$ cat config.mk
export PLATFORM = sky130hd
export DESIGN_NAME = seqdet_prog
export DESIGN_NICKNAME = d
export VERILOG_FILES = /design/src/rtl/seqdet_pkg.sv /design/src/rtl/sat_counter.sv /design/src/rtl/seqdet_prog.sv
export SDC_FILE = /design/constraint.sdc
export NUM_CORES = 1
export LEC_CHECK = 0
export CELL_PAD_IN_SITES_DETAIL_PLACEMENT = 1
export CELL_PAD_IN_SITES_GLOBAL_PLACEMENT = 2
export CORE_AREA = 3 3 55 95
export DETAILED_ROUTE_END_ITERATION = 8
export DIE_AREA = 0 0 58 98
export DONT_BUFFER_PORTS = 1
export PLACE_DENSITY = 0.73
export SKIP_CTS_REPAIR_TIMING = 1
export SLEW_MARGIN = 20
export SYNTH_ARGS = -nofsm -noshare
export SYNTH_HDL_FRONTEND = slang
export SYNTH_SLANG_ARGS = --single-unit
$ cat constraint.sdc
create_clock -name clk -period 3.1 [get_ports clk]
set_input_delay 0.62 -clock clk [delete_from_list [all_inputs] [get_ports clk]]
set_output_delay 0.62 -clock clk [all_outputs]
set_load 0.02 [all_outputs]
$ cat src/rtl/seqdet_pkg.sv
// rtl/seqdet_pkg.sv - shared constants and helpers for the programmable sequence detector
package seqdet_pkg;

    // Reset-time pattern 10110, right-aligned, first received bit at [len-1]
    localparam logic [7:0] DEF_PAT_C = 8'b0001_0110;
    localparam int         DEF_LEN_C = 5;

    // Detection mode encoding as seen on the overlap input
    localparam logic OVL  = 1'b1;
    localparam logic NOVL = 1'b0;

    // Width needed to hold a length in 0..pat_w inclusive
    function automatic int lw_of(input int pat_w);
        return $clog2(pat_w + 1);
    endfunction

endpackage

$ cat src/rtl/sat_counter.sv
// rtl/sat_counter.sv - saturating up-counter with priority synchronous clear
module sat_counter #(
    parameter int WIDTH = 8
) (
    input  logic             clk,
    input  logic             rst_n,
    input  logic             inc_i,
    input  logic             clr_i,
    output logic [WIDTH-1:0] cnt_o
);

    logic [WIDTH-1:0] cnt_q;
    logic [WIDTH-1:0] cnt_d;

    // Clear wins over increment; increment stops at all-ones
    always_comb begin
        cnt_d = cnt_q;
        if (clr_i) begin
            cnt_d = '0;
        end else if (inc_i && (cnt_q != {WIDTH{1'b1}})) begin
            cnt_d = cnt_q + 1'b1;
        end
    end

    // Count register
    always_ff @(posedge clk or negedge rst_n) begin
        if (!rst_n) begin
            cnt_q <= '0;
        end else begin
            cnt_q <= cnt_d;
        end
    end

    assign cnt_o = cnt_q;

endmodule

$ cat src/rtl/seqdet_prog.sv
// rtl/seqdet_prog.sv - programmable serial pattern detector with saturating match count
module seqdet_prog
    import seqdet_pkg::*;
#(
    parameter int               PAT_W   = 8,
    parameter logic [PAT_W-1:0] DEF_PAT = PAT_W'(DEF_PAT_C),
    parameter int               DEF_LEN = DEF_LEN_C,
    parameter int               CNT_W   = 8,
    localparam int              LW      = lw_of(PAT_W)
) (
    input  logic             clk,
    input  logic             rst_n,
    input  logic             x,
    input  logic             x_valid,
    input  logic             overlap,
    input  logic             pat_load,
    input  logic [PAT_W-1:0] pat_in,
    input  logic [LW-1:0]    len_in,
    input  logic             cnt_clr,
    output logic             z,
    output logic [CNT_W-1:0] match_cnt
);

    localparam logic [LW-1:0] FULL_LEN  = LW'(PAT_W);
    localparam logic [LW-1:0] RESET_LEN = LW'(DEF_LEN);

    logic [PAT_W-1:0] hist_q, hist_d;
    logic [LW-1:0]    fill_q, fill_d;
    logic [PAT_W-1:0] pat_q,  pat_d;
    logic [LW-1:0]    len_q,  len_d;
    logic             z_q,    z_d;

    logic [PAT_W-1:0] hist_n;
    logic [LW-1:0]    fill_n;
    logic [PAT_W:0]   mask_w;
    logic [PAT_W-1:0] mask;
    logic             hit;
    logic             match;

    // Candidate history after shifting in the current bit, and masked compare
    // against the low len bits of the pattern; one extra mask bit lets len==PAT_W
    // produce an all-ones mask without overflowing the shift.
    always_comb begin
        hist_n = {hist_q[PAT_W-2:0], x};
        fill_n = (fill_q == FULL_LEN) ? fill_q : fill_q + 1'b1;
        mask_w = ({{PAT_W{1'b0}}, 1'b1} << len_q) - {{PAT_W{1'b0}}, 1'b1};
        mask   = mask_w[PAT_W-1:0];
        hit    = (len_q != '0) && (fill_n >= len_q) &&
                 (((hist_n ^ pat_q) & mask) == '0);
        match  = x_valid && !pat_load && hit;
    end

    // Next-state: load flushes history, valid bits shift and may match
    always_comb begin
        hist_d = hist_q;
        fill_d = fill_q;
        pat_d  = pat_q;
        len_d  = len_q;
        z_d    = 1'b0;
        if (pat_load) begin
            pat_d  = pat_in;
            len_d  = (len_in > FULL_LEN) ? FULL_LEN : len_in;
            hist_d = '0;
            fill_d = '0;
        end else if (x_valid) begin
            hist_d = hist_n;
            fill_d = fill_n;
            if (hit) begin
                z_d = 1'b1;
                // Non-overlapping: the next match must be built from fresh bits only
                if (overlap == NOVL) begin
                    fill_d = '0;
                end
            end
        end
    end

    // Detector state registers
    always_ff @(posedge clk or negedge rst_n) begin
        if (!rst_n) begin
            hist_q <= '0;
            fill_q <= '0;
            pat_q  <= DEF_PAT;
            len_q  <= RESET_LEN;
            z_q    <= 1'b0;
        end else begin
            hist_q <= hist_d;
            fill_q <= fill_d;
            pat_q  <= pat_d;
            len_q  <= len_d;
            z_q    <= z_d;
        end
    end

    sat_counter #(
        .WIDTH(CNT_W)
    ) u_match_cnt (
        .clk  (clk),
        .rst_n(rst_n),
        .inc_i(match),
        .clr_i(cnt_clr),
        .cnt_o(match_cnt)
    );

    assign z = z_q;

endmodule

# Yosys cells after proc, flatten, opt, wreduce, memory -nomap -nowiden
# Index checks and enable logic that the tools add are counted.
# W data, S select, Z words.
[classes]
addsub = 3
order_cmp = 2
n_eq_ne = 2
shift = 1
mux = 13
n_bitwise = 2
reduce_logical = 10
[op_table]
columns = ["operator", "n"]
rows = [
  ["$mux W4", 6],
  ["$mux W8", 2],
  ["$mux W7", 2],
  ["$add A8 B1 Y8 const B", 1],
  ["$and A8 B8 Y8", 1],
  ["$logic_not A8 Y1", 1],
  ["$ne A8 B8 Y1 const B", 1],
  ["$shl A1 B4 Y8 const A", 1],
  ["$sub A8 B1 Y8 const B", 1],
  ["$xor A8 B8 Y8", 1],
  ["$logic_and A1 B1 Y1", 5],
  ["$add A4 B1 Y4 const B", 1],
  ["$eq A4 B4 Y1 const B", 1],
  ["$ge A4 B4 Y1", 1],
  ["$gt A4 B4 Y1 const B", 1],
  ["$reduce_bool A2 Y1", 2],
  ["$reduce_bool A4 Y1", 1],
  ["$mux W1", 3],
  ["$logic_not A1 Y1", 1],
]
[word_totals]
reg_bits = 32
output_inout_bits = 9

# Longest topological paths before layout
# Gate-level depths: netlist of run 1.
[depth]
word_depth = 9
mapped_depth = 13
depth_no_buf = 12

# By module
# Synthesis of run 1 repeated with hierarchy kept, for this count alone.
[unflattened]
cells_unflattened = 185
hier_area_um2 = 1869.3
[modules_own_cells]
columns = ["mod", "n_inst", "cells_per_inst", "area_per_inst_um2"]
rows = [
  ["seqdet_prog", 1, 136, 1405.1],
  ["sat_counter", 1, 49, 464.2],
]

# Worst setup path before layout of run 1
# No wires, ideal clock.
[synth_path]
kind = "register -> register"
from = "register len_q[3]"
to = "register fill_q[2]"
setup_ns = 0.122
arrival_time_ns = 2.442
slack_ns = 0.537
stages_incl_launch_ff = 9
n_path_buf = 1
period_less_slack_ns = 2.563
cell_sequence = "dfrtp_1 -> or4_1 -> ha_1 -> xor2_1 -> a211oi_2 -> nand4_2 -> buf_6 -> or2_2 -> a32o_1"
[synth_via]
elab_chain_len = 8
word_cells_on_any_way = 11
cone_classes = "add/sub: 1; order compare: 1; shift: 1; mux: 3; bitwise: 1; reduce/logical: 4"
[synth_lines]
columns = ["element", "line", "text"]
rows = [
  ["from (decl)", "seqdet_prog.sv:30", "logic [LW-1:0] len_q, len_d;"],
  ["from (signal assigned)", "seqdet_prog.sv:90", "len_q <= len_d;"],
  ["$shl A1 B4 Y8", "seqdet_prog.sv:46", "mask_w = ({{PAT_W{1'b0}}, 1'b1} << len_q) - {{PAT_W{1'b0}}, 1'b1};"],
  ["$sub A8 B1 Y8", "seqdet_prog.sv:46", ""],
  ["$and A8 B8 Y8", "seqdet_prog.sv:49", "(((hist_n ^ pat_q) & mask) == '0);"],
  ["$logic_not A8 Y1", "seqdet_prog.sv:49", ""],
  ["$logic_and A1 B1 Y1 (*)", "seqdet_prog.sv:48", "hit = (len_q != '0) && (fill_n >= len_q) &&"],
  ["$mux W4 (*)", "seqdet_prog.sv:68", "if (hit) begin"],
  ["$mux W4 (*)", "seqdet_prog.sv:65", "end else if (x_valid) begin"],
  ["$mux W4 (*)", "seqdet_prog.sv:60", "if (pat_load) begin"],
  ["to (signal assigned)", "seqdet_prog.sv:88", "fill_q <= fill_d;"],
  ["to (decl)", "seqdet_prog.sv:28", "logic [LW-1:0] fill_q, fill_d;"],
]
# Every way passes the cells marked *; elsewhere a longest branch is shown, timed or not. The select of a mux whose other input is x is not followed.
# A chain may end at the register's enable or synchronous reset.

# Final worst setup path of run 1
[layout_path]
from = "register len_q[3]"
to = "register u_match_cnt.cnt_q[5] (netlist: u_match_cnt.cnt_o[5])"
[layout_via]
elab_chain_len = 8
word_cells_on_any_way = 11
cone_classes = "add/sub: 1; order compare: 1; shift: 1; bitwise: 1; reduce/logical: 7"
[layout_lines]
columns = ["element", "line", "text"]
rows = [
  ["$shl A1 B4 Y8", "seqdet_prog.sv:46", ""],
  ["$sub A8 B1 Y8", "seqdet_prog.sv:46", ""],
  ["$and A8 B8 Y8", "seqdet_prog.sv:49", ""],
  ["$logic_not A8 Y1", "seqdet_prog.sv:49", ""],
  ["$logic_and A1 B1 Y1 (*)", "seqdet_prog.sv:48", ""],
  ["$logic_and A1 B1 Y1 (*)", "seqdet_prog.sv:50", "match = x_valid && !pat_load && hit;"],
  ["$logic_and A1 B1 Y1 (*)", "sat_counter.sv:20", "end else if (inc_i && (cnt_q != {WIDTH{1'b1}})) begin"],
  ["$reduce_bool A2 Y1 (no line) (*)", "n/a", ""],
  ["to (signal assigned)", "sat_counter.sv:30", "cnt_q <= cnt_d;"],
  ["to (decl)", "sat_counter.sv:12", "logic [WIDTH-1:0] cnt_q;"],
]
# Every way passes the cells marked *; elsewhere a longest branch is shown, timed or not.

==> summary.txt, run 1 <==
Detailed routing
  • DR WL met3: 176 microns
  • Routed wire length: 4020 microns
  • Via count: 1265
  • DRT Pass-1 Iters: 4
  • Initial DRC Count: 22
  • Avg WL per Cell: 18.2 microns
  • Vias/cell: 5.72
  • Routed wl met2: 2380 microns
  • Top layer in use: met4
  • DRC: 0
  • Routed Antenna Nets: 0
  • Metal1 wirelength: 1410 microns

Synthesis
  • Number of synthesized flops with an enable pin: 0
  • Yosys reg bits: 32
  • Syn Nets: 196
  • Sequential fraction of the synthesis area: 0.451
  • Post-synth ARST share: 1.00
  • Synth area leaders: dfrtp_1, dfstp_2, mux2_2
  • Avg Cell Area, Syn: 10.6 sq um
  • Main flop type after synthesis: dfrtp_1
  • Synth Warn #: 0
  • Mapped cell area: 1790 sq um
  • Synth top area share: 0.378
  • Post-synth cell types: 39
  • Yosys top cell by area: dfrtp_1
  • Syn Inst Count: 169

STA
  • Pin slew with the least headroom to its limit: 0.388 ns
  • Final Cycle Share: 0.914
  • Min Tclk post-route: 2.83 ns
  • RSZ-0062 raised after global routing: false
  • Final setup fails: 0
  • Slew headroom: 0.741
  • Final setup TNS: 0 ns
  • Max Freq: 353 MHz
  • Setup slack after layout: 0.267 ns
  • Final hold violation count: 0
  • Pins Over Slew Limit: 0
  • Setup Skew: 0.00471 ns

Placed design
  • # port buffers: 0
  • DP Worst Slack: 0.254 ns
  • Placer Congestion: 0.746
  • Detailed Place HPWL: 3150 microns
  • Placed cells: 213

Power and ir drop
  • Combinational group share of total power: 0.116
  • Sequential Power Share: 0.519
  • NetSw: 214 uW
  • P_leak: 0.000823 uW
  • Pint: 674 uW
  • Peak VDD IR: 0.000330 V
  • Power share of the clock group: 0.364
  • Sw Share: 0.241
  • Power per Cell Area: 470 nW/um^2

Setup path
  • Launching point of the worst reg2reg path: len_q[3]$_DFFE_PN0P_
  • Slowest CP cell: or4_1
  • CP peak stage delay: 0.58 ns
  • Cell breakdown of the critical path: or4_1, ha_1, xor2_1, a211oi_2, nand4_2, or4_1, a21oi_1
  • Max FO, Critical Path: 13
  • CP bufs+invs: 0
  • Reg-to-reg endpoint: u_match_cnt.cnt_o[5]$_DFFE_PN0P_
  • Required time of the critical path: 3.30 ns
  • Reg2Reg Setup Slack: 0.27 ns
  • Arr. time, crit path: 3.03 ns
  • Most common cell type on the critical path: or4_1
  • R2R cell count: 7
  • CP Launch Type: flip-flop
  • Critical path endpoint category: flip-flop
  • Delay-heaviest family, CP: simple AND/OR/NAND/NOR gates
  • Path type of the worst setup path: reg -> reg

Clocking
  • CTS tree: yes
  • Reg clk slew, reported paths: 0.06 ns
  • CTS Buf Count: 5
  • Clk_lat worst skew: 0.28 ns
  • Sink Count: 32
  • H-tree depth: 2
  • Max Root-Sink Buffers: 2
  • Root buf cell: clkbuf_8

Layout
  • Most frequent cells in the layout: dfrtp_1, nor2_1, nand2_1, mux2_2, mux2i_1
  • Nets: 196
  • Area Growth Syn to Fin: 5.73%
  • Non-Filler Instances: 221
  • Final core occ: 0.422
  • Commonest non-fill, non-tap cell in the layout: dfrtp_1
  • Antenna diodes: 0
  • Share of post-route cells with drive strength above 1: 0.159
  • Fillers: 519

Min path
  • Min-delay worst type: in -> async

Floorplanning
  • Core Rows: 32
  • Die width: 58 microns
  • Die area: 5680 sq um
  • Die Span Y: 98 microns
  • I/O pin cnt: 28
  • CORE AREA: 4480 sq um
  • Initial Utilization: 0.399

Global routing
  • Initial antenna violation count: 0
  • Largest net degree at the start of global routing: 33
  • Vias in the first global route: 1452
  • First-pass GRT wire length: 6860 microns
  • Grt total ovfl: 0
  • GRT Overall Usage: 0.158

Job
  • Max-Cap Viols: 0

Outcome
  • Status: finished clean
[kinds of logic after synthesis]
family / synth area share
muxes: 0.113
xor gates and xnor gates: 0.0538
buffers and inverters: 0.0434
DFF: 0.451
and+or+nand+nor: 0.165
adders and majority gates: 0.0559
AOI/OAI and AO/OA: 0.117
[power by group through the flow]
stage | Clock, uW | Sequential (uW) | Combinational, uW
after floorplan | 0 | 463 | 95.9
after global placement | 0 | 467 | 99.9
after detailed placement | 0 | 469 | 105
after CTS | 332 | 462 | 106
after global routing | 353 | 464 | 118
final | 324 | 461 | 103
[synthesized netlist by cell type, drive strengths merged (2+ instances only)]
cell and n:
nor2b 3, a211oi 2, a21oi 5, dfstp 5, o21ai 4, mux2 10
clkbuf 3, nand3 7, ha 8, mux2i 9, o22ai 4, dfrtp 27
xor2 5, nand4 2, or4 5, inv 7, nand2 10, nor3 2
xnor2 6, o31ai 6, and3 4, nor2 15, a32o 4, nand2b 5
buf 3
[how the worst max path moves through the flow]
stage | startpoint | end | slack [ns] | cells past startpoint
4_1_cts | len_q[3]$_DFFE_PN0P_ | u_match_cnt.cnt_o[5]$_DFFE_PN0P_ | 0.25 | 7
6_report | len_q[3]$_DFFE_PN0P_ | u_match_cnt.cnt_o[5]$_DFFE_PN0P_ | 0.27 | 7
3_5_place_dp | len_q[3]$_DFFE_PN0P_ | u_match_cnt.cnt_o[3]$_DFFE_PN0P_ | 0.25 | 7
3_3_place_gp | len_q[3]$_DFFE_PN0P_ | u_match_cnt.cnt_o[7]$_DFFE_PN0P_ | 0.35 | 7
5_1_grt | fill_q[0]$_DFFE_PN0P_ | u_match_cnt.cnt_o[5]$_DFFE_PN0P_ | 0.05 | 12
2_1_floorplan | len_q[3]$_DFFE_PN0P_ | fill_q[2]$_DFFE_PN0P_ | 0.54 | 8
[final cells by class]
class                      instances  area [sq um]  share of cell area
tap                               51          63.8              0.0337
sequential                        32           807               0.427
multi-input combinational        123           905               0.478
clock buffer                       8          90.1              0.0476
inverter                           7          26.3              0.0139
[registers in the layout, summed over array words and instances (netlist names)]
register,cells
fill_q,4
hist_q,7
len_q,4
pat_q,8
u_match_cnt.cnt_o,8
z,1
[routing by layer]
metal | track usage | up-vias
li1 | - | 605
met1 | 0.153 | 633
met2 | 0.302 | 22
met3 | 0.0437 | 5
met4 | 0.0536 | 0
met5 | 0 | -
[per-stage QoR]
step           hold WS (ns)  total power [uW]  cell area, sq um
2_1_floorplan         0.324               559              1790
3_3_place_gp          0.325               567              1800
3_5_place_dp          0.326               575              1800
4_1_cts              0.0237               900              1890
5_1_grt              0.0118               935              1890
6_report             0.0320               888              1890
No activity file was read; power rests on OpenSTA's default activity.
==> run 2: changes to the inputs <==
Settings changed: CORE_AREA 3 3 55 95 to 3 3 54 93, CTS_BUF_LIST from default to sky130_fd_sc_hd__clkbuf_4 sky130_fd_sc_hd__clkbuf_8, DIE_AREA 0 0 58 98 to 0 0 57 96, PLACE_DENSITY 0.73 to 0.75.
==> summary.txt, run 2 (same netlist as run 1, synthesis figures left out) <==
Outcome
  • Status: finished clean

Detailed routing
  • Initial DRC Count: 18 (-18%)
  • DRT Pass-1 Iters: 2 (-2)
  • Vias/cell: 5.77 (+0.79%)
  • DRC: 0 (unchanged)
  • Via count: 1275 (+0.79%)
  • Routed wire length: 4120 microns (+2.4%)
  • Avg WL per Cell: 18.6 microns (+2.4%)
  • Routed Antenna Nets: 0 (unchanged)

Floorplanning
  • Initial Utilization: 0.406 (+0.00725)
  • Die area: 5470 sq um (-3.7%)
  • I/O pin cnt: 28 (unchanged)
  • Die width: 57 microns (-1.7%)
  • Core Rows: 32 (unchanged)
  • Die Span Y: 96 microns (-2.0%)
  • CORE AREA: 4400 sq um (-1.8%)

Setup path
  • Reg-to-reg endpoint: u_match_cnt.cnt_o[3]$_DFFE_PN0P_
  • Arr. time, crit path: 3.11 ns (+0.08 ns)
  • Max FO, Critical Path: 13 (unchanged)
  • Path type of the worst setup path: reg -> reg
  • Required time of the critical path: 3.31 ns (about the same)
  • Launching point of the worst reg2reg path: len_q[3]$_DFFE_PN0P_
  • Reg2Reg Setup Slack: 0.20 ns (-0.06 ns)
  • Critical path endpoint category: flip-flop
  • CP Launch Type: flip-flop
  • R2R cell count: 7 (unchanged)

STA
  • Min Tclk post-route: 2.90 ns (+0.0629 ns)
  • Final hold violation count: 0 (unchanged)
  • Final setup TNS: 0 ns (unchanged)
  • RSZ-0062 raised after global routing: false
  • Pin slew with the least headroom to its limit: 0.395 ns (+0.00701 ns)
  • Final setup fails: 0 (unchanged)
  • Final Cycle Share: 0.934 (+0.0203)
  • Pins Over Slew Limit: 0 (unchanged)
  • Final hold slack: 0.0251 ns (-0.00694 ns)
  • Setup Skew: 0.00466 ns (-0.0000509 ns)
  • Max Freq: 345 MHz (-2.2%)
  • Slew headroom: 0.733 (-0.00839)

Power and ir drop
  • Overall Power: 890 uW (+0.21%)
  • P_leak: 0.000827 uW (+0.43%)
  • Peak VDD IR: 0.000271 V (-18%)
  • Power per Cell Area: 471 nW/um^2 (+0.27%)

Layout
  • Nets: 196 (unchanged)
  • Commonest non-fill, non-tap cell in the layout: dfrtp_1
  • Most frequent cells in the layout: dfrtp_1, nor2_1, nand2_1, mux2_2, mux2i_1
  • Antenna diodes: 0 (unchanged)
  • Share of post-route cells with drive strength above 1: 0.171 (+0.0118)
  • Final core occ: 0.429 (+0.00739)
  • Area Growth Syn to Fin: 5.66% (about the same)

Clocking
  • CTS Buf Count: 5 (unchanged)
  • Clk_lat worst skew: 0.28 ns (about the same)
  • CTS tree: yes
  • Reg clk slew, reported paths: 0.07 ns (about the same)
  • Sink Count: 32 (unchanged)
  • Max Root-Sink Buffers: 2 (unchanged)
  • Root buf cell: clkbuf_8
  • H-tree depth: 2 (unchanged)

Placed design
  • Detailed Place HPWL: 3190 microns (+1.2%)
  • # port buffers: 0 (unchanged)
  • Placer Congestion: 0.717 (-3.9%)

Global routing
  • Largest net degree at the start of global routing: 33 (unchanged)
  • Vias in the first global route: 1409 (-3.0%)
  • GRT Overall Usage: 0.163 (+0.00569)
  • Initial antenna violation count: 0 (unchanged)
  • First-pass GRT wire length: 6860 microns (unchanged)
  • Grt total ovfl: 0 (unchanged)

Min path
  • Min-delay worst type: in -> async

Job
  • Max-Cap Viols: 0 (unchanged)
==> run 2: through the flow <==
stage	instance area [sq um]	setup slack, ns	std cells
2_1_floorplan	1790	0.537	169
3_3_place_gp	1800	0.374	213
3_5_place_dp	1800	0.200	213
4_1_cts	1890	0.196	221
5_1_grt	1890	0.0432	221
6_report	1890	0.204	221
==> run 2: worst max-delay path by stage <==
stage	start	end	cells after the start
global placement	len_q[3]$_DFFE_PN0P_	fill_q[2]$_DFFE_PN0P_	7
detailed placement	len_q[3]$_DFFE_PN0P_	u_match_cnt.cnt_o[3]$_DFFE_PN0P_	7
finish	len_q[3]$_DFFE_PN0P_	u_match_cnt.cnt_o[3]$_DFFE_PN0P_	7
floorplan	len_q[3]$_DFFE_PN0P_	fill_q[2]$_DFFE_PN0P_	8
CTS	len_q[3]$_DFFE_PN0P_	u_match_cnt.cnt_o[3]$_DFFE_PN0P_	7
global route	len_q[3]$_DFFE_PN0P_	u_match_cnt.cnt_o[5]$_DFFE_PN0P_	7
==> run 2: area by class of cell <==
class / instances / area (sq um)
multi-input cells: 123 / 905
fillers: 514 / 2510
clock inverters: 1 / 5.00
well taps: 51 / 63.8
inverters: 7 / 26.3
clock buffers: 7 / 83.8
flip-flops and latches: 32 / 807
==> run 2: routing by layer <==
layer	part of all wire	track usage	wire (microns)
met1	0.36	0.163	1470
met2	0.58	0.317	2400
met3	0.044	0.0470	183
met4	0.016	0.0522	65
met5	0	0	0
==> run 2: critical path: stages, from the launching register on <==
cell     delay, ns
dfrtp_1       0.43
or4_1         0.56
ha_1          0.28
a21o_2        0.21
a32oi_1       0.25
nand4_2       0.34
or4_1         0.59
a21oi_1       0.16
==> run 2: power by group <==
| part | switching, uW | total [uW] | internal [uW] |
|---|---|---|---|
| clock network | 151 | 326 | 175 |
| logic | 51.9 | 104 | 51.9 |
| registers | 19.4 | 461 | 442 |
==> run 3: changes to the inputs <==
Settings changed: CORE_AREA 3 3 54 93 to 3 3 56 96, DIE_AREA 0 0 57 96 to 0 0 59 99, PLACE_DENSITY 0.75 to 0.74, SYNTH_HIERARCHICAL from default to 1.
==> summary.txt, run 3 <==
Setup path
  • CP peak stage delay: 0.44 ns (-0.15 ns)
  • Cell breakdown of the critical path: inv_2, ha_2, a21boi_0, mux2i_1, inv_1, ha_4, o21a_1, o22ai_1, nor3_2, and4b_2, nand3_4, or3_4, a211oi_2
  • CP Launch Type: flip-flop
  • Max FO, Critical Path: 5 (-8)
  • Required time of the critical path: 3.29 ns (-0.02 ns)
  • R2R cell count: 13 (+6)
  • Path type of the worst setup path: reg -> reg
  • Arr. time, crit path: 3.17 ns (+0.06 ns)
  • Critical path endpoint category: flip-flop
  • Slowest CP cell: dfrtp_2
  • Launching point of the worst reg2reg path: fill_q[0]$_DFFE_PN0P_
  • Reg2Reg Setup Slack: 0.12 ns (-0.08 ns)
  • Reg-to-reg endpoint: u_match_cnt/cnt_o[7]$_DFFE_PN0P_
  • Delay-heaviest family, CP: simple AND/OR/NAND/NOR gates
  • CP bufs+invs: 2 (+2)

Synthesis
  • Avg Cell Area, Syn: 10.1 sq um (-4.6%)
  • Post-synth cell types: 46 (+18%)
  • Adder-cell share of the synthesized area: 0.0535 (-0.00240)
  • Post-synth ARST share: 1.00 (unchanged)
  • Main flop type after synthesis: dfrtp_1
  • Yosys top cell by area: dfrtp_1
  • Xor and xnor area share after synthesis: 0.0609 (+0.00706)
  • Syn Inst Count: 185 (+9.5%)
  • Synth Area in Compound Gates: 0.137 (+0.0197)
  • Number of synthesized flops with an enable pin: 0 (unchanged)
  • Synth area leaders: dfrtp_1, dfstp_2, mux2_2
  • Yosys reg bits: 32 (unchanged)
  • Simple-gate share of the synthesized area: 0.169 (+0.00364)
  • Mapped cell area: 1870 sq um (+4.5%)
  • Mux cell area share after synthesis: 0.108 (-0.00485)
  • Synth Warn #: 6 (+6)
  • Sequential fraction of the synthesis area: 0.432 (-0.0193)
  • Largest family of logic cells by synthesized area: simple AND/OR/NAND/NOR gates
  • Syn Nets: 212 (+8.2%)
  • Count leader, synth: dfrtp_1
  • Synth top area share: 0.361 (-0.0162)
  • Synth top cells by count: dfrtp_1, nor2_1, inv_1

Clocking
  • Max Root-Sink Buffers: 2 (unchanged)
  • Reg clk slew, reported paths: 0.07 ns (about the same)
  • Sink Count: 32 (unchanged)
  • Clk_lat worst skew: 0.28 ns (about the same)
  • H-tree depth: 2 (unchanged)
  • CTS Buf Count: 5 (unchanged)
  • Root buf cell: clkbuf_8
  • CTS tree: yes

Detailed routing
  • Via count: 1450 (+14%)
  • Initial DRC Count: 60 (+42)
  • DRC: 0 (unchanged)
  • Routed wire length: 4730 microns (+15%)
  • Routed Antenna Nets: 0 (unchanged)
  • DRT Pass-1 Iters: 4 (+2)
  • Avg WL per Cell: 19.1 microns (+2.4%)
  • Vias/cell: 5.85 (+1.3%)

Power and ir drop
  • Pint: 721 uW (+7.9%)
  • Peak VDD IR: 0.000230 V (-15%)
  • P_leak: 0.000898 uW (+8.6%)
  • Power per Cell Area: 452 nW/um^2 (-4.0%)
  • Combinational group share of total power: 0.160 (+0.043)
  • NetSw: 250 uW (+13%)
  • Sw Share: 0.258 (+0.00825)
  • Power share of the clock group: 0.358 (-0.008)
  • Sequential Power Share: 0.482 (-0.036)

Layout
  • Design Area, Final: 2150 sq um (+14%)
  • Fillers: 529 (+2.9%)
  • Most frequent cells in the layout: dfrtp_1, nor2_1, mux2_2, buf_4
  • Commonest non-fill, non-tap cell in the layout: dfrtp_1
  • Share of post-route cells with drive strength above 1: 0.276 (+0.105)
  • Antenna diodes: 0 (unchanged)
  • Area Growth Syn to Fin: 14.9%
  • Nets: 222 (+13%)
  • Non-Filler Instances: 248 (+12%)

Placed design
  • Placed cells: 233 (+9.4%)
  • Placer Congestion: 0.784 (+9.3%)
  • DP Worst Slack: -0.0163 ns (-0.216 ns)
  • Area of placed instances: 1930 sq um (+7.0%)
  • Detailed Place HPWL: 3520 microns (+10%)
  • # port buffers: 0 (unchanged)

STA
  • Pin slew with the least headroom to its limit: 0.426 ns (+0.0308 ns)
  • Setup slack after layout: 0.120 ns (-0.0834 ns)
  • Min Tclk post-route: 2.98 ns (+0.0834 ns)
  • Setup Skew: 0.00551 ns (+0.000850 ns)
  • Max Freq: 336 MHz (-2.8%)
  • Final setup TNS: 0 ns (unchanged)
  • Slew headroom: 0.716 (-0.0168)
  • Pins Over Slew Limit: 0 (unchanged)
  • Final hold slack: 0.0265 ns (+0.00137 ns)
  • Final setup fails: 0 (unchanged)
  • Final hold violation count: 0 (unchanged)
  • Final Cycle Share: 0.961 (+0.0269)

Floorplanning
  • I/O pin cnt: 28 (unchanged)
  • Die area: 5840 sq um (+6.7%)
  • Initial Utilization: 0.397 (-0.00912)
  • Die width: 59 microns (+3.5%)
  • CORE AREA: 4710 sq um (+6.9%)
  • Core Rows: 33 (+3.1%)
  • Die Span Y: 99 microns (+3.1%)

Global routing
  • Largest net degree at the start of global routing: 33 (unchanged)
  • Vias in the first global route: 1617 (+15%)
  • First-pass GRT wire length: 7850 microns (+14%)
  • Initial antenna violation count: 0 (unchanged)
  • Grt total ovfl: 0 (unchanged)
  • GRT Overall Usage: 0.177 (+0.0136)

Min path
  • Min-delay worst type: in -> async

Job
  • Max-Cap Viols: 0 (unchanged)

Outcome
  • Status: finished clean
run 3: cell count changes after synthesis, moves of 3 or more:
cell,change
a21oi_1,+4
nand3_1,-3
o31ai_1,-5
a32o_1,-3
clkbuf_1,+3
nor3_1,+3
inv_1,+4
a31oi_1,+4
a311oi_1,+3
or4_1,-5
and3_1,-3
nand4_1,+3
run 3: cell type report:
cell class	instances	area, sq um	area share
multi-input combinational	134	1060	0.492
clock buffer	8	97.6	0.0455
tap	52	65.1	0.0303
sequential	32	808	0.376
inverter	12	45.0	0.0210
timing repair buffer	10	75.1	0.0350
run 3: per-layer routing:
| layer | part of all wire | global-route usage | vias to the layer above |
|---|---|---|---|
| li1 | - | - | 685 |
| met1 | 0.33 | 0.173 | 723 |
| met2 | 0.59 | 0.321 | 28 |
| met3 | 0.040 | 0.0433 | 14 |
| met4 | 0.040 | 0.0995 | 0 |
| met5 | 0 | 0 | - |
run 3: power groups by stage:
stage | sequential (uW) | combinational, uW | clock (uW)
6_report | 468 | 155 | 348
5_1_grt | 471 | 172 | 380
4_1_cts | 468 | 143 | 362
3_5_place_dp | 475 | 142 | 0
3_3_place_gp | 474 | 138 | 0
2_1_floorplan | 468 | 115 | 0
run 3: cell families (layout without fill, tap and decap cells):
family | count (synthesis) | after routing
AO/OA/AOI/OAI | 38 | 38
XOR/XNOR | 13 | 13
adder cells (fa/ha/maj) | 8 | 8
buffers and inverters | 19 | 30
flip-flops | 32 | 32
multiplexers | 19 | 19
AND/OR/NAND/NOR | 56 | 56
run 3: worst register-to-register path: cells and delay by family (launching register included):
kind,cells,cell delay (ns)
AO/OA/AOI/OAI,4,0.45
adder cells (fa/ha/maj),2,0.46
buffers and inverters,2,0.20
flip-flops,1,0.44
multiplexers,1,0.27
AND/OR/NAND/NOR,4,1.08
run 3: how the worst max path moves through the flow:
stage | from | to | slack, ns | cells past startpoint
6_report | fill_q[0]$_DFFE_PN0P_ | u_match_cnt/cnt_o[7]$_DFFE_PN0P_ | 0.12 | 13
5_1_grt | fill_q[0]$_DFFE_PN0P_ | u_match_cnt/cnt_o[7]$_DFFE_PN0P_ | -0.07 | 13
4_1_cts | fill_q[0]$_DFFE_PN0P_ | u_match_cnt/cnt_o[5]$_DFFE_PN0P_ | -0.06 | 13
3_5_place_dp | fill_q[0]$_DFFE_PN0P_ | u_match_cnt/cnt_o[5]$_DFFE_PN0P_ | -0.02 | 13
3_3_place_gp | fill_q[0]$_DFFE_PN0P_ | u_match_cnt/cnt_o[7]$_DFFE_PN0P_ | 0.08 | 12
2_1_floorplan | fill_q[0]$_DFFE_PN0P_ | u_match_cnt/cnt_o[7]$_DFFE_PN0P_ | 0.26 | 13
run 3: through the flow:
| stage | utilization | total power, uW |
|---|---|---|
| detailed placement | 0.410 | 617 |
| finish | 0.456 | 971 |
| global route | 0.456 | 1020 |
| floorplan | - | 583 |
| global placement | 0.410 | 612 |
| CTS | 0.430 | 973 |
